==> src/rtl/multicycle_control_pkg.sv <==
`default_nettype none
// +----------------------------------------------------------------------------+
// | multicycle_control_pkg                                                     |
// | Opcodes, ALU select codes and FSM state encodings for multicycle_control.  |
// | Revision: 1.0                                                              |
// +----------------------------------------------------------------------------+
package multicycle_control_pkg;

   localparam logic [6:0] c_op_r     = 7'b0110011;
   localparam logic [6:0] c_op_i_imm = 7'b0010011;
   localparam logic [6:0] c_op_i_lw  = 7'b0000011;
   localparam logic [6:0] c_op_s     = 7'b0100011;
   localparam logic [6:0] c_op_sb    = 7'b1100011;

   localparam logic [1:0] c_alu_add = 2'b00;
   localparam logic [1:0] c_alu_s   = 2'b01;
   localparam logic [1:0] c_alu_r   = 2'b10;
   localparam logic [1:0] c_alu_br  = 2'b11;

   localparam logic       c_src_a_pc  = 1'b0;
   localparam logic       c_src_a_rs1 = 1'b1;
   localparam logic [1:0] c_src_b_rs2 = 2'b00;
   localparam logic [1:0] c_src_b_4   = 2'b01;
   localparam logic [1:0] c_src_b_imm = 2'b10;

   typedef enum logic [2:0] {
      ST_IDLE   = 3'd0,
      ST_FETCH  = 3'd1,
      ST_DECODE = 3'd2,
      ST_EXEC   = 3'd3,
      ST_MEM    = 3'd4,
      ST_WB     = 3'd5,
      ST_TRAP   = 3'd6
   } state_t;

   function automatic logic op_is_legal(input logic [6:0] op);
      return op inside {c_op_r, c_op_i_imm, c_op_i_lw, c_op_s, c_op_sb};
   endfunction

endpackage
`default_nettype wire

==> src/rtl/mc_timeout_counter.sv <==
`default_nettype none
// +----------------------------------------------------------------------------+
// | mc_timeout_counter                                                         |
// | Memory-wait watchdog: expires on the TMO_CYC-th consecutive enabled cycle. |
// | Revision: 1.0                                                              |
// +----------------------------------------------------------------------------+
module mc_timeout_counter #(
   parameter int TMO_W   = 8,
   parameter int TMO_CYC = 200
) (
   input  logic clk,
   input  logic rst_n,
   input  logic i_clr,
   input  logic i_en,
   output logic o_expire
);

   localparam logic [TMO_W-1:0] c_last = TMO_W'(TMO_CYC - 1);

   logic [TMO_W-1:0] r_cnt;

   always_ff @(posedge clk or negedge rst_n) begin
      if (!rst_n) begin
         r_cnt <= '0;
      end else if (i_clr) begin
         r_cnt <= '0;
      end else if (i_en) begin
         r_cnt <= r_cnt + TMO_W'(1);
      end
   end

   // The cycle that would bring the count to TMO_CYC is the expiry cycle.
   assign o_expire = i_en && (r_cnt == c_last);

endmodule
`default_nettype wire

==> src/rtl/multicycle_control.sv <==
`default_nettype none
// +----------------------------------------------------------------------------+
// | multicycle_control                                                         |
// | Multi-cycle FETCH/DECODE/EXEC/MEM/WB sequencer with memory timeout + trap. |
// | Revision: 1.0                                                              |
// +----------------------------------------------------------------------------+
module multicycle_control
   import multicycle_control_pkg::*;
#(
   parameter int CNT_W   = 32,
   parameter int TMO_W   = 8,
   parameter int TMO_CYC = 200
) (
   input  logic             clk_i,
   input  logic             rst_i,
   input  logic             start_i,
   input  logic [6:0]       op_i,
   input  logic             mem_ready_i,
   output logic             mem_req_o,
   output logic             mem_we_o,
   output logic             i_or_d_o,
   output logic             ir_write_o,
   output logic             pc_write_o,
   output logic             branch_o,
   output logic             reg_write_o,
   output logic             mem_to_reg_o,
   output logic             alu_src_a_o,
   output logic [1:0]       alu_src_b_o,
   output logic [1:0]       alu_op_o,
   output logic             illegal_o,
   output logic [2:0]       state_o,
   output logic [CNT_W-1:0] retired_o
);

   state_t           r_state;
   state_t           w_state_nxt;
   logic [6:0]       r_op_q;
   logic [CNT_W-1:0] r_retired;
   logic             w_retire;
   logic             w_tmo_en;
   logic             w_tmo_expire;

   // Waiting means sitting in a memory state without a completion this cycle.
   assign w_tmo_en = ((r_state == ST_FETCH) || (r_state == ST_MEM)) && !mem_ready_i;

   mc_timeout_counter #(
      .TMO_W   (TMO_W),
      .TMO_CYC (TMO_CYC)
   ) u_timeout (
      .clk      (clk_i),
      .rst_n    (rst_i),
      .i_clr    (!w_tmo_en),
      .i_en     (w_tmo_en),
      .o_expire (w_tmo_expire)
   );

   always_ff @(posedge clk_i or negedge rst_i) begin
      if (!rst_i) begin
         r_state <= ST_IDLE;
      end else begin
         r_state <= w_state_nxt;
      end
   end

   always_ff @(posedge clk_i or negedge rst_i) begin
      if (!rst_i) begin
         r_op_q    <= '0;
         r_retired <= '0;
      end else begin
         if (r_state == ST_DECODE) begin
            r_op_q <= op_i;
         end
         if (w_retire) begin
            r_retired <= r_retired + CNT_W'(1);
         end
      end
   end

   always_comb begin
      w_state_nxt  = r_state;
      w_retire     = 1'b0;
      mem_req_o    = 1'b0;
      mem_we_o     = 1'b0;
      i_or_d_o     = 1'b0;
      ir_write_o   = 1'b0;
      pc_write_o   = 1'b0;
      branch_o     = 1'b0;
      reg_write_o  = 1'b0;
      mem_to_reg_o = 1'b0;
      alu_src_a_o  = c_src_a_pc;
      alu_src_b_o  = c_src_b_rs2;
      alu_op_o     = c_alu_add;
      illegal_o    = 1'b0;

      case (r_state)
         ST_IDLE: begin
            if (start_i) w_state_nxt = ST_FETCH;
         end
         ST_FETCH: begin
            mem_req_o   = 1'b1;
            alu_src_b_o = c_src_b_4;
            if (mem_ready_i) begin
               ir_write_o  = 1'b1;
               pc_write_o  = 1'b1;
               w_state_nxt = ST_DECODE;
            end else if (w_tmo_expire) begin
               w_state_nxt = ST_TRAP;
            end
         end
         ST_DECODE: begin
            w_state_nxt = op_is_legal(op_i) ? ST_EXEC : ST_TRAP;
         end
         ST_EXEC: begin
            alu_src_a_o = c_src_a_rs1;
            case (r_op_q)
               c_op_r: begin
                  alu_op_o    = c_alu_r;
                  w_state_nxt = ST_WB;
               end
               c_op_i_imm: begin
                  alu_src_b_o = c_src_b_imm;
                  w_state_nxt = ST_WB;
               end
               c_op_i_lw, c_op_s: begin
                  alu_src_b_o = c_src_b_imm;
                  w_state_nxt = ST_MEM;
               end
               c_op_sb: begin
                  alu_op_o = c_alu_br;
                  branch_o = 1'b1;
                  w_retire = 1'b1;
               end
               default: w_state_nxt = ST_TRAP;
            endcase
         end
         ST_MEM: begin
            mem_req_o = 1'b1;
            i_or_d_o  = 1'b1;
            mem_we_o  = (r_op_q == c_op_s);
            if (mem_ready_i) begin
               if (r_op_q == c_op_s) w_retire = 1'b1;
               else                  w_state_nxt = ST_WB;
            end else if (w_tmo_expire) begin
               w_state_nxt = ST_TRAP;
            end
         end
         ST_WB: begin
            reg_write_o  = 1'b1;
            mem_to_reg_o = (r_op_q == c_op_i_lw);
            w_retire     = 1'b1;
         end
         ST_TRAP: begin
            illegal_o = 1'b1;
         end
         default: w_state_nxt = ST_IDLE;
      endcase

      // Instruction boundary: the only place start_i is consulted after IDLE.
      if (w_retire) begin
         w_state_nxt = start_i ? ST_FETCH : ST_IDLE;
      end
   end

   assign state_o   = r_state;
   assign retired_o = r_retired;

endmodule
`default_nettype wire

==> config.mk <==
export PLATFORM = sky130hd
export DESIGN_NAME = multicycle_control
export DESIGN_NICKNAME = d
export VERILOG_FILES = /design/src/rtl/multicycle_control_pkg.sv /design/src/rtl/mc_timeout_counter.sv /design/src/rtl/multicycle_control.sv
export SDC_FILE = /design/constraint.sdc
export NUM_CORES = 1
export LEC_CHECK = 0
export CAP_MARGIN = 15
export CORE_ASPECT_RATIO = 0.9
export CORE_MARGIN = 2
export CORE_UTILIZATION = 54
export DETAILED_ROUTE_END_ITERATION = 10
export PLACE_DENSITY = 0.92
export SLEW_MARGIN = 25
export SYNTH_ARGS = -nofsm -noshare
export SYNTH_HDL_FRONTEND = slang
export SYNTH_SLANG_ARGS = --single-unit
export TNS_END_PERCENT = 10
==> constraint.sdc <==
create_clock -name clk_i -period 5.7 [get_ports clk_i]
set_clock_uncertainty 0.05 [all_clocks]
set_input_delay 0.855 -clock clk_i [delete_from_list [all_inputs] [get_ports clk_i]]
set_output_delay 0.855 -clock clk_i [all_outputs]
set_load 0.03 [all_outputs]
; ---- After elaboration in Yosys (flattened, before gate mapping)
; Cells that the tools add are included.
[totals]
register_bits = 50
latchBits = 0
ram_bits = 0
romBits = 0
wordCells = 68
mem_count = 0
[op_classes]
addsub = 2
n_mul = 0
div_mod_pow = 0
order_cmp = 0
n_eq_ne = 21
shifts = 0
n_mux = 29
bitwise = 0
reduce_logical = 12
[ops]
columns = cell, n
row1 = $add 32x1->32 const B, 1
row2 = $eq 7x6->1 const B, 4
row3 = $mux 3, 7
row4 = $pmux 3 s6, 1
row5 = $eq 7x2->1 const B, 2
row6 = $eq 7x5->1 const B, 2
row7 = $eq 7x7->1 const B, 2
row8 = $mux 1, 14
row9 = $eq 3x3->1 const B, 3
row10 = $pmux 3 s3, 1
row11 = $add 8x1->8 const B, 1
row12 = $eq 8x8->1 const B, 1
row13 = $mux 8, 1
row14 = $pmux 2 s2, 2
row15 = $reduce_or 2->1, 4
row16 = $eq 3x2->1 const B, 2
row17 = $ne 3x3->1 const B, 2
row18 = $reduce_bool 5->1, 1
row19 = $mux 2, 2
row20 = $ne 4x4->1 const B, 1
row21 = $reduce_and 4->1, 1
row22 = $eq 3x1->1 const B, 1
row23 = $logic_not 3->1, 1
row24 = $pmux 1 s3, 1
row25 = other kinds (5), 6

; ---- Depth between registers and ports, before layout
; Gate-level depths: netlist of the first run.
[depth]
depth_word = 8
depth_mapped = 8
depth_no_buf = 6

; ---- By module
; From an unflattened synthesis of the first run, not the netlist that was laid out.
[hier_totals]
cells_unflattened = 259
hier_area_um2 = 2650.0
[modules_own_cells]
columns = module, instances, cells_each, area_per_inst_um2, seq_area_each_um2
row1 = multicycle_control, 1, 215, 2225.9, 1051.0
row2 = mc_timeout_counter, 1, 44, 424.2, 200.2

; ---- Worst setup path after synthesis of the first run
; Ideal clock, no wire load.
[synth_timing]
path_type = register to output
from = register r_state[0] (netlist: state_o[0])
to = output port pc_write_o
t_arrival_ps = 2084
setup_slack_ps = 2711
path_stages_with_launch = 6
n_path_buf = 2
path_cell_list = dfrtp_1 -> clkbuf_1 -> nand2_1 -> nor2_1 -> and2_1 -> buf_4
[synth_via]
elab_chain_cells = 2
[synth_lines]
columns = element, line_no
row1 = start: declaration, multicycle_control.sv:35  ; state_t r_state;
row2 = start signal: assignment, multicycle_control.sv:61  ; r_state <= w_state_nxt;
row3 = $eq 3x1->1, --
row4 = $mux 1, --
row5 = end: declaration, multicycle_control.sv:23  ; output logic pc_write_o,
; Every way passes these cells.

; ---- Worst setup path in the final report of the first run
[layout_timing]
from = register r_op_q[2]
to = output port mem_to_reg_o
[layout_via]
elab_chain_cells = 2
[layout_lines]
columns = element, line_no
row1 = start: declaration, multicycle_control.sv:37  ; logic [6:0] r_op_q;
row2 = start signal: assignment, multicycle_control.sv:71  ; r_op_q <= op_i;
row3 = $eq 7x2->1, multicycle_control.sv:149  ; mem_to_reg_o = (r_op_q == c_op_i_lw);
row4 = $mux 1, multicycle_control.sv:95  ; case (r_state)
row5 = end: declaration, multicycle_control.sv:26  ; output logic mem_to_reg_o,
; Every way passes these cells.

==> metrics, run 1 <==
Initial DRT Pass Iterations=5; Die Footprint=0.00531 mm²; CP Max Fanout=6; Post-Syn Nets=257; Leakage=1.48 nW; core area=0.00452 mm²; synthesized flop and latch total=50; final number of setup-violating endpoints=0; clock sink total=50; relative slew slack=53.7%; # diodes=0; delay-heaviest family, CP=simple AND/OR/NAND/NOR gates; CP max stage cell=clkdlybuf4s50_1; Hold Fails Final Rpt=0; first-pass GRT wire length=9720 µm; Syn Inst Count=244; hold wc startpoint=u_timeout.r_cnt[0]; Initial Utilization=56.7%; synthesis-to-finish area growth=29.0%; CP endpoint kind=primary output; Max stage delay on crit path=0.74 ns; DR WL/cell=16.0 µm; # rows=23; num ports=60; Setup TNS=0 ns; fin crit period=3.21 ns; CP Buf/Inv Count=1; GRT Residual Overflow=0; crit path cell chain=nand4bb_1 > nand2b_1 > nor4_1 > clkdlybuf4s50_1; status=completed; most frequent cells in the layout=clkdlybuf4s50_1 (58), dfrtp_1 (50), nor2_1 (22), xnor2_1 (21), nand2_1 (19); Worst R2R Path Depth=5; VDD IR max=161 µV; pwr dens=275 mW/mm²; Iteration-0 DRC Markers=163; CTS resizes=0; Synth Cell Area=0.00256 mm²; die width=76.6 µm; routability cong.=0.940; share of post-route cells with drive strength above 1=9.63%; CP Class=reg -> out; Skew-Pair Late Insertion Delay=0.31 ns; via-per-instance ratio=5.61; CP required=4.80 ns; CTS root buffer=clkbuf_8; Tcrit/Tclk final=56.3%; final WL=5800 µm; Slew Viols, Final=0; EDFF count, synth=0; clock slew at reported path FFs=0.09 ns; DRC viols=0; maximum buffer depth of the clock tree=2; Max Fclk=312 MHz; CP Data Arrival Time=2.30 ns; cts bufs inserted=5; Die H=69.3 µm; # fillers=324; number of global-route vias before repair=2061; hold depth=1; setup repair bufs after CTS=0; initial antenna violation count=0; ys flop type=dfrtp_1; Detailed Place HPWL=4230 µm; Critical R2R Launch=state_o[0]; final net count=313; r2r endpoint=retired_o[20]; unrepaired setup endpoints after global routing=no; IO buf count=59; vias=2036; hold_buf cts=0; asr flop ratio synth=100%; type of the worst min-delay path=reg -> reg; largest net degree at the start of global routing=51; H-tree depth=2; sequential fraction of the synthesis area=48.9%; final core utilization=73.1%; Post-Syn Area per Cell=10.5 µm²; R2R setup slack=3.50 ns; Hold Crit Endpoint=u_timeout.r_cnt[0]; total track usage=22.7%; CP Launch Type=register; synth warn=0; post-route ant nets=0; most common cell after layout, fill and taps aside=clkdlybuf4s50_1; Synth cell types=51; pin slew with the least headroom to its limit=0.677 ns; CTS tree=built; MaxCap Viol Count=0
## worst max-delay path by stage
stage / startpoint / endpoint / cells past startpoint
6_report: r_op_q[2] / mem_to_reg_o / 4
3_5_place_dp: mem_ready_i / pc_write_o / 3
2_1_floorplan: state_o[0] / pc_write_o / 5
3_3_place_gp: mem_ready_i / ir_write_o / 3
4_1_cts: mem_ready_i / pc_write_o / 3
5_1_grt: r_op_q[2] / mem_to_reg_o / 4
## per-stage QoR
stage	power [mW]	setup WS (ns)	hold slack [ns]	area, µm²	instances
6_report	0.910	2.49	0.410	3300	363
5_1_grt	0.949	2.38	0.435	3300	363
4_1_cts	0.912	2.50	0.409	3300	363
3_5_place_dp	0.606	2.50	0.397	3160	355
3_3_place_gp	0.598	2.52	0.388	3160	355
2_1_floorplan	0.546	2.71	0.375	2560	244
## routing by layer
layer / GRT usage [%] / vias to the layer above / wire length [µm]
met5: 0 / - / 0
met4: 9.49 / 0 / 104
met3: 5.21 / 9 / 256
met2: 35.7 / 56 / 2790
met1: 30.5 / 1011 / 2650
li1: - / 960 / -
## layout make-up
class | instances | area, µm² | share of cell area [%]
sequential | 50 | 1250 | 37.9
multi-input combinational | 177 | 1220 | 36.9
timing repair buffer | 59 | 588 | 17.8
clock buffer | 6 | 82.6 | 2.50
tap | 62 | 77.6 | 2.35
clock inverter | 2 | 60.1 | 1.82
inverter | 7 | 26.3 | 0.795
## Yosys cell counts (3+ instances only)
library cell / count / share of area, %
nor2_1: 22 / 3.2
xor2_1: 17 / 5.8
o21ai_0: 4 / 0.78
nand3_1: 16 / 3.1
xnor2_1: 21 / 7.2
mux2_2: 6 / 2.6
nand2_1: 19 / 2.8
nor4_1: 5 / 1.2
clkbuf_1: 4 / 0.59
nor3_1: 5 / 0.98
dfrtp_1: 50 / 49
buf_4: 3 / 0.88
nand2b_1: 3 / 0.73
nand4_1: 8 / 2.0
and3_1: 12 / 2.9
inv_1: 6 / 0.88
## where the power goes
part / total [mW] / switching, mW / internal, mW
logic: 0.174 / 0.0938 / 0.0803
clock network: 0.309 / 0.122 / 0.187
registers: 0.427 / 0.0408 / 0.386
## state kept, by name, indices dropped and copies added, names as in the netlist
signal / cells
u_timeout.r_cnt: 8
r_op_q: 7
retired_o: 32
state_o: 3
## logic make-up after synthesis
| family | count (synthesis) | synth area share, % |
|---|---|---|
| XOR/XNOR | 38 | 13.0 |
| AO/OA/AOI/OAI | 18 | 4.89 |
| adder cells (fa/ha/maj) | 2 | 0.977 |
| AND/OR/NAND/NOR | 113 | 26.1 |
| flip-flops | 50 | 48.9 |
| multiplexers | 6 | 2.64 |
| buffers and inverters | 17 | 3.57 |
(Power assumes the default switching activity.)
==> run 2, diff against run 1 <==
--- a/config.mk
+++ b/config.mk
@@ -8,9 +8,9 @@
 export CAP_MARGIN = 15
 export CORE_ASPECT_RATIO = 0.9
 export CORE_MARGIN = 2
-export CORE_UTILIZATION = 54
+export CORE_UTILIZATION = 45
 export DETAILED_ROUTE_END_ITERATION = 10
-export PLACE_DENSITY = 0.92
+export PLACE_DENSITY = 0.82
 export SLEW_MARGIN = 25
 export SYNTH_ARGS = -nofsm -noshare
 export SYNTH_HDL_FRONTEND = slang
==> constraint.sdc (replaced) <==
create_clock -name clk_i -period 2.72 [get_ports clk_i]
set_clock_uncertainty 0.05 [all_clocks]
set_input_delay 0.408 -clock clk_i [delete_from_list [all_inputs] [get_ports clk_i]]
set_output_delay 0.408 -clock clk_i [all_outputs]
set_load 0.03 [all_outputs]
==> metrics, run 2 (same netlist as run 1, synthesis figures left out) <==
status=completed; CTS tree=built; cts bufs inserted=5 (unchanged); r2r endpoint=retired_o[20]; most common cell after layout, fill and taps aside=clkdlybuf4s50_1; final net count=314 (+0.32%); vias=2030 (-0.29%); DR WL/cell=15.1 µm (-5.5%); CP Data Arrival Time=2.10 ns (-0.20 ns); CP Launch Type=register; Initial Utilization=45.8% (-11 points); Critical R2R Launch=state_o[1]; Tcrit/Tclk final=94.2%; CP endpoint kind=primary output; CP Max Fanout=12 (+6); GRT Residual Overflow=0 (unchanged); DRC viols=0 (unchanged); MaxCap Viol Count=0 (unchanged); # diodes=0 (unchanged); Die H=75.6 µm (+9.0%); Hold Fails Final Rpt=0 (unchanged); R2R setup slack=0.61 ns (-2.89 ns); via-per-instance ratio=5.46 (-2.7%); Skew-Pair Late Insertion Delay=0.30 ns (about the same); # rows=26 (+13%); hold_buf cts=0 (unchanged); clock slew at reported path FFs=0.08 ns (about the same); worst hold slack=0.00603 ns (-0.404 ns); Max Fclk=390 MHz; CP required=2.26 ns (-2.54 ns); Largest register FFs=32 (unchanged); share of post-route cells with drive strength above 1=10.3% (+0.63 points); die width=83.5 µm (+9.0%); CP Class=reg -> out; Leakage=1.51 nW (+2.3%); Setup TNS=0 ns (unchanged); H-tree depth=2 (unchanged); fin crit period=2.56 ns; Initial DRT Pass Iterations=4 (-1); area of placed instances=0.00318 mm² (+0.48%); Die Footprint=0.00631 mm² (+19%); first-pass GRT wire length=9450 µm (-2.8%); post-route ant nets=0 (unchanged); number of global-route vias before repair=2026 (-1.7%); Worst R2R Path Depth=5 (unchanged); most frequent cells in the layout=clkdlybuf4s50_1 (55), dfrtp_1 (48), nor2_1 (22), xnor2_1 (21), nand2_1 (19); final number of setup-violating endpoints=0 (unchanged); relative slew slack=49.8% (-3.9 points); maximum buffer depth of the clock tree=2 (unchanged); CTS root buffer=clkbuf_8; core area=0.00560 mm² (+24%); synthesis-to-finish area growth=28.0%; Iteration-0 DRC Markers=87 (-47%); initial antenna violation count=0 (unchanged); pin slew with the least headroom to its limit=0.734 ns (+0.0569 ns); largest net degree at the start of global routing=32 (-37%); pwr dens=519 mW/mm² (+88%); VDD IR max=341 µV (+110%); Detailed Place HPWL=4180 µm (-1.1%); final core utilization=58.6% (-15 points); type of the worst min-delay path=in -> async; total track usage=18.4% (-4.3 points); routability cong.=0.848 (-9.7%); clock sink total=50 (unchanged); num ports=60 (unchanged); final WL=5620 µm (-3.2%); post-route cell area=0.00328 mm² (-0.80%); IO buf count=59 (unchanged); Slew Viols, Final=0 (unchanged); unrepaired setup endpoints after global routing=no
==> run 2: changes by cell type in the layout (fill, tap and decap cells not counted) <==
| cell | before | now |
|---|---|---|
| dfrtp_1 | 50 | 48 |
| buf_2 | 0 | 1 |
| clkinv_2 | 0 | 1 |
| bufinv_16 | 2 | 0 |
| clkbuf_1 | 0 | 1 |
| clkdlybuf4s50_1 | 58 | 55 |
| dlymetal6s2s_1 | 0 | 3 |
| dfrtp_2 | 0 | 2 |
==> run 2: where the power goes <==
group,leakage [nW],internal [mW],switching (mW)
Clock,0.0482,0.206,0.233
Combinational,0.803,0.169,0.197
Sequential,0.662,0.810,0.0856
==> run 2: worst max path at each step <==
stage,start,end,cells after the start
after floorplan,state_o[0],pc_write_o,5
after global placement,state_o[0],alu_op_o[1],4
after detailed placement,state_o[0],alu_op_o[1],4
after CTS,state_o[2],alu_op_o[1],5
after global routing,r_op_q[2],alu_src_b_o[1],5
final,state_o[1],alu_op_o[0],3
==> run 2: layout make-up <==
cell class	instances	area [µm²]
clock buffer	7	86.3
clock inverter	1	5.00
fill	471	2320
inverter	7	26.3
multi-input combinational	177	1220
sequential	50	1250
tap	70	87.6
timing repair buffer	60	601
==> run 2: layer usage <==
metal  global-route usage [%]  routed length, µm
met1                     24.8               2620
met2                     31.4               2710
met3                     3.36                242
met4                     5.38                 42
met5                        0                  0
==> run 2: what timing repair did <==
| item | 4_1_cts | 5_1_grt |
|---|---|---|
| hold endpoints to repair | 0 | 0 |
| gates resized for setup | 1 | 4 |
| buffers inserted | 0 | 0 |
| endpoints found under the setup margin | 1 | 3 |
==> run 2: stage by stage <==
stage	power [mW]	std cells	worst slack (ns)
2_1_floorplan	1.14	244	0.178
3_5_place_dp	1.27	364	0.309
6_report	1.70	372	0.157
3_3_place_gp	1.26	364	0.405
5_1_grt	1.78	372	0.0345
4_1_cts	1.71	372	0.0126
==> run 2: worst max-delay path, stage by stage, from the launching register on <==
cell and delay [ns]:
dfrtp_1 0.60, and3_1 0.31, and3_1 0.22, clkdlybuf4s50_1 0.68
